<file path="config.mk">
export PLATFORM = sky130hd
export DESIGN_NAME = jbcd_subtractor_serial
export DESIGN_NICKNAME = d
export VERILOG_FILES = /design/src/rtl/jbcd_subtractor_serial.sv
export SDC_FILE = /design/constraint.sdc
export NUM_CORES = 1
export LEC_CHECK = 0
export BUFFER_PORTS_ARGS = -buffer_cell sky130_fd_sc_hd__buf_4
export CORE_UTILIZATION = 60
export CTS_CLUSTER_DIAMETER = 80
export CTS_CLUSTER_SIZE = 24
export DETAILED_ROUTE_END_ITERATION = 6
export GPL_ROUTABILITY_DRIVEN = 0
export PLACE_DENSITY = 0.84
export REMOVE_ABC_BUFFERS = 1
export SLEW_MARGIN = 0
export SYNTH_ARGS = -nofsm -noshare
export SYNTH_HDL_FRONTEND = slang
export SYNTH_SLANG_ARGS = --single-unit
</file>
<file path="constraint.sdc">
create_clock -name clk -period 5.1 [get_ports clk]
set_input_delay 1.53 -clock clk [delete_from_list [all_inputs] [get_ports clk]]
set_output_delay 1.53 -clock clk [all_outputs]
set_load 0.02 [all_outputs]
</file>
<file path="src/rtl/jbcd_subtractor_serial.sv">
// Purpose : digit-serial packed-BCD subtractor, Y = A - B - borrowin, LSD first, with borrow-out.
// Latency : DIGITS cycles from the start edge to the done pulse; one operation per DIGITS+2 cycles.
// Backpres: none; start is only accepted in IDLE, and a start seen while busy or done is dropped.
//
// Ports:
//   clk, reset        clock and synchronous active-high reset
//   start             request, sampled only in IDLE; A/B/borrowin are captured on that edge
//   A, B              minuend / subtrahend, packed BCD, digit 0 in [3:0]
//   borrowin          borrow into digit 0
//   Y, borrowout      difference (ten's complement when borrowout=1) and top-digit borrow
//   busy              high while digits are being processed
//   done              one-cycle pulse; Y/borrowout/invalid are updated as done rises
//   invalid           set with done if any operand digit was above 9
module jbcd_subtractor_serial #(
    parameter int DIGITS = 4
) (
    input  logic                  clk,
    input  logic                  reset,
    input  logic                  start,
    input  logic [4*DIGITS-1:0]   A,
    input  logic [4*DIGITS-1:0]   B,
    input  logic                  borrowin,
    output logic [4*DIGITS-1:0]   Y,
    output logic                  borrowout,
    output logic                  busy,
    output logic                  done,
    output logic                  invalid
);

    localparam int CW = (DIGITS > 1) ? $clog2(DIGITS) : 1;
    localparam logic [CW-1:0] LAST = CW'(DIGITS - 1);

    typedef enum logic [1:0] {S_IDLE, S_RUN, S_DONE} state_t;

    state_t              r_state;
    state_t              w_state_nxt;

    logic [4*DIGITS-1:0] r_a;
    logic [4*DIGITS-1:0] r_b;
    logic [4*DIGITS-1:0] r_res;
    logic [CW-1:0]       r_cnt;
    logic                r_br;
    logic                r_inv_acc;
    logic [4*DIGITS-1:0] r_y;
    logic                r_bo;
    logic                r_inv;

    logic [3:0]          w_a_dig;
    logic [3:0]          w_b_dig;
    logic [4:0]          w_diff;
    logic [4:0]          w_diff_adj;
    logic [3:0]          w_digit;
    logic                w_br_nxt;
    logic                w_inv_nxt;
    logic                w_last;
    logic [4*DIGITS-1:0] w_res_full;

    // ---------------------------------------------------------------
    // Per-digit datapath
    // ---------------------------------------------------------------
    assign w_a_dig = r_a[4*r_cnt +: 4];
    assign w_b_dig = r_b[4*r_cnt +: 4];

    // 5-bit subtraction: bit 4 is the sign, i.e. this digit borrows.
    assign w_diff     = {1'b0, w_a_dig} - {1'b0, w_b_dig} - {4'b0, r_br};
    assign w_diff_adj = w_diff + 5'd10;
    assign w_digit    = w_diff[4] ? w_diff_adj[3:0] : w_diff[3:0];
    assign w_br_nxt   = w_diff[4];
    assign w_inv_nxt  = r_inv_acc | (w_a_dig > 4'd9) | (w_b_dig > 4'd9);
    assign w_last     = (r_cnt == LAST);

    // Result with the current digit merged in, so the final digit can be
    // published to Y on the same edge it is computed.
    always_comb begin
        w_res_full                = r_res;
        w_res_full[4*r_cnt +: 4]  = w_digit;
    end

    // ---------------------------------------------------------------
    // FSM
    // ---------------------------------------------------------------
    always_ff @(posedge clk) begin
        if (reset) begin
            r_state <= S_IDLE;
        end else begin
            r_state <= w_state_nxt;
        end
    end

    always_comb begin
        w_state_nxt = r_state;
        busy        = 1'b0;
        done        = 1'b0;
        case (r_state)
            S_IDLE: begin
                if (start) w_state_nxt = S_RUN;
            end
            S_RUN: begin
                busy = 1'b1;
                if (w_last) w_state_nxt = S_DONE;
            end
            S_DONE: begin
                done        = 1'b1;
                w_state_nxt = S_IDLE;
            end
            default: w_state_nxt = S_IDLE;
        endcase
    end

    // ---------------------------------------------------------------
    // Working and output registers
    // ---------------------------------------------------------------
    always_ff @(posedge clk) begin
        if (reset) begin
            r_a       <= '0;
            r_b       <= '0;
            r_res     <= '0;
            r_cnt     <= '0;
            r_br      <= 1'b0;
            r_inv_acc <= 1'b0;
            r_y       <= '0;
            r_bo      <= 1'b0;
            r_inv     <= 1'b0;
        end else begin
            case (r_state)
                S_IDLE: begin
                    if (start) begin
                        r_a       <= A;
                        r_b       <= B;
                        r_br      <= borrowin;
                        r_res     <= '0;
                        r_cnt     <= '0;
                        r_inv_acc <= 1'b0;
                    end
                end
                S_RUN: begin
                    r_res     <= w_res_full;
                    r_br      <= w_br_nxt;
                    r_inv_acc <= w_inv_nxt;
                    r_cnt     <= r_cnt + 1'b1;
                    if (w_last) begin
                        r_cnt <= '0;
                        r_y   <= w_res_full;
                        r_bo  <= w_br_nxt;
                        r_inv <= w_inv_nxt;
                    end
                end
                default: ;
            endcase
        end
    end

    assign Y         = r_y;
    assign borrowout = r_bo;
    assign invalid   = r_inv;

endmodule

</file>
==> flow_metrics.env <==
export IMPL_status="completed"
export IMPL_fin_nets=485
export IMPL_worstPathArrival_ns=4.02
export IMPL_cts_buffers=9
export IMPL_ioPinCount=56
export IMPL_max_freq_mhz=263
export IMPL_slew_viol_final=0
export IMPL_drive_above_1_share=0.210
export IMPL_relSlewSlack=0.457
export IMPL_hold_viol_final=0
export IMPL_dpl_hpwl_microns=5120
export IMPL_clock_sinks=72
export IMPL_rsz0062_at_grt="false"
export IMPL_drtPass1Iterations=4
export IMPL_synthTopCellsByArea="dfxtp_1 (43%), nand2_1 (9.6%), a21oi_1 (6.9%)"
export IMPL_viasPerCell=5.67
export IMPL_antenna_found_initial=0
export IMPL_min_path_type="flop to flop"
export IMPL_clk_latency_ns=0.34
export IMPL_rr_worst_depth=10
export IMPL_cts_hold_buf=0
export IMPL_synth_top_cell_by_area="dfxtp_1"
export IMPL_clockRootBuffer="clkbuf_8"
export IMPL_reg2reg_from="r_cnt[0]"
export IMPL_hold_path_startpoint="r_res[11]"
export IMPL_drtIter0Drc=211
export IMPL_grt_overflow=0
export IMPL_power_density_nw_per_um2=326
export IMPL_fin_crit_ns=3.81
export IMPL_grt_use_total=0.270
export IMPL_ys_warnings_count=0
export IMPL_core_sq_um=5240
export IMPL_fp_row_count=26
export IMPL_hold_depth=2
export IMPL_synthCells=392
export IMPL_synthTopCellsByCount="nand2_1 (86), dfxtp_1 (72), a21oi_1 (46)"
export IMPL_start_util=0.640
export IMPL_die_area_sq_um=5890
export IMPL_cpMostUsedCell="fa_1"
export IMPL_num_antenna_cells=0
export IMPL_worstPathMaxFanout=11
export IMPL_area_growth_pct=17.7
export IMPL_hold_path_endpoint="r_res[11]"
export IMPL_leakage_uw=0.00156
export IMPL_synth_flop_cell="dfxtp_1"
export IMPL_ys_seq_area_frac=0.430
export IMPL_cts_htree_levels=3
export IMPL_crit_family="adder cells"
export IMPL_tightest_slew_ns=0.814
export IMPL_ys_async_sr_fraction=0
export IMPL_post_place_cells=495
export IMPL_total_power_uw=1290
export IMPL_synth_distinct_cells=45
export IMPL_crit_path_start_kind="flop"
export IMPL_r2r_end="r_res[7]"
export IMPL_cts_setup_buffers=0
export IMPL_ir_drop_mv=0.199
export IMPL_path_buf_inv=1
export IMPL_die_h_microns=76.8
export IMPL_crit_chain="buf_4 > mux4_2 > fa_1 > fa_1 > xor2_1 > ha_1 > o21ai_0 > o31ai_4 > xor2_2 > o21ai_1"
export IMPL_cts_tree="built"
export IMPL_cp_required_ns=5.31
export IMPL_setup_viol=0
export IMPL_worstSetupEndpointType="flop"
export IMPL_synth_seq_cells=72
export IMPL_io_buffers=55
export IMPL_finClkSkew_ns=0.00652
export IMPL_path_clk_slew_ns=0.07
export IMPL_synth_edf_count=0
export IMPL_chipWidth_microns=76.8
export IMPL_whs_ns=0.444
export IMPL_finalWirelength_microns=7310
export IMPL_fin_util=0.753
export IMPL_ctsResizeCount=0
export IMPL_critPathMaxStageDelay_ns=0.54
export IMPL_grt_pass1_wl_microns=12500
export IMPL_grt_pass1_vias=2757
export IMPL_stdcell_count=509
export IMPL_synth_area_per_cell_sq_um=8.55
export IMPL_cts_buffer_depth=2
export IMPL_yosys_area_top_type_share=0.430
export IMPL_grt_max_degree=63
export IMPL_rrSetupSlack_ns=1.29
export IMPL_critical_path_slowest_cell="mux4_2"
export IMPL_path_class="flop to flop"
export IMPL_synth_most_common_cell="nand2_1"
export IMPL_num_vias=2888
export IMPL_synth_area_sq_um=3350
export IMPL_fin_crit_sh=0.746
export IMPL_ant_nets=0
export IMPL_maxCapViolCount=0
export IMPL_wire_per_inst_microns=14.4
export IMPL_drcViolationCount=0
export IMPL_setup_tns_ns=0
-- final cells by class --
class / instances / area, sq um
multi-input combinational: 279 / 1750
clock buffer: 14 / 173
timing repair buffer: 58 / 435
inverter: 16 / 60.1
fill: 401 / 1290
sequential: 72 / 1440
tap: 70 / 87.6
-- stage by stage --
stage | area, sq um | worst slack [ns]
6_report | 3950 | 1.29
5_1_grt | 3950 | 1.10
4_1_cts | 3950 | 1.30
3_5_place_dp | 3770 | 1.30
3_3_place_gp | 3770 | 1.42
2_1_floorplan | 3240 | 1.52
-- cell usage in the layout (no fill, tap or decap), types with 2 or more instances in the layout --
cell type / count
nand2b_1: 4
mux4_2: 8
a221oi_1: 4
xor2_1: 3
nor3b_1: 5
and3_1: 3
clkbuf_1: 2
o21ai_0: 17
a21oi_1: 46
ha_1: 11
buf_4: 58
fa_1: 2
dfxtp_1: 72
inv_1: 15
a211oi_1: 5
nor3_1: 6
a22oi_1: 4
nand2_1: 86
nor2b_1: 3
and4bb_2: 3
nand3_1: 4
xnor2_1: 2
o22ai_1: 7
o21ai_1: 4
a31oi_1: 10
nor2_1: 25
mux2_2: 2
clkbuf_8: 12
-- worst max-delay path by stage --
stage                        start   endpoint  slack [ns]  cells after the start
after global routing      r_cnt[0]       Y[3]        1.10                     10
after floorplan           r_cnt[0]  r_res[11]        1.52                      9
after CTS                 r_cnt[0]   r_res[7]        1.30                     10
after detailed placement  r_cnt[0]       Y[3]        1.30                     10
final                     r_cnt[0]   r_res[7]        1.29                     10
after global placement    r_cnt[0]       Y[7]        1.42                     10
-- routing by layer --
metal | vias up | GRT usage | routed length, microns
li1 | 1435 | - | -
met1 | 1353 | 0.330 | 3270
met2 | 86 | 0.445 | 3580
met3 | 14 | 0.0500 | 314
met4 | 0 | 0.152 | 146
met5 | - | 0 | 0
-- logic make-up (layout without fill, tap and decap cells) --
kind of cell	Yosys count	count (layout)	synth area share
compound gates	102	102	0.179
mux	10	10	0.0604
flops	72	72	0.430
fa+ha+maj	13	13	0.0530
xor+xnor	7	7	0.0250
simple gates	147	147	0.202
buf+inv	41	88	0.0504
-- flip-flops by register name, indices dropped and copies added, names as in the netlist --
register,cells
r_state,2
r_res,16
Y,16
r_cnt,2
r_inv_acc,1
r_b,16
r_a,16
borrowout,1
invalid,1
r_br,1
-- power breakdown --
group	switching (uW)	internal, uW	total, uW	leakage (uW)
Combinational	167	116	283	0.000886
Sequential	14.0	583	598	0.000586
Clock	195	212	407	0.0000886
-- tightest hold or removal path, stage by stage (launching register included) --
cell and delay [ns]:
dfxtp_1 0.31, nand2_1 0.05, o21ai_1 0.05
(Power assumes the default switching activity.)
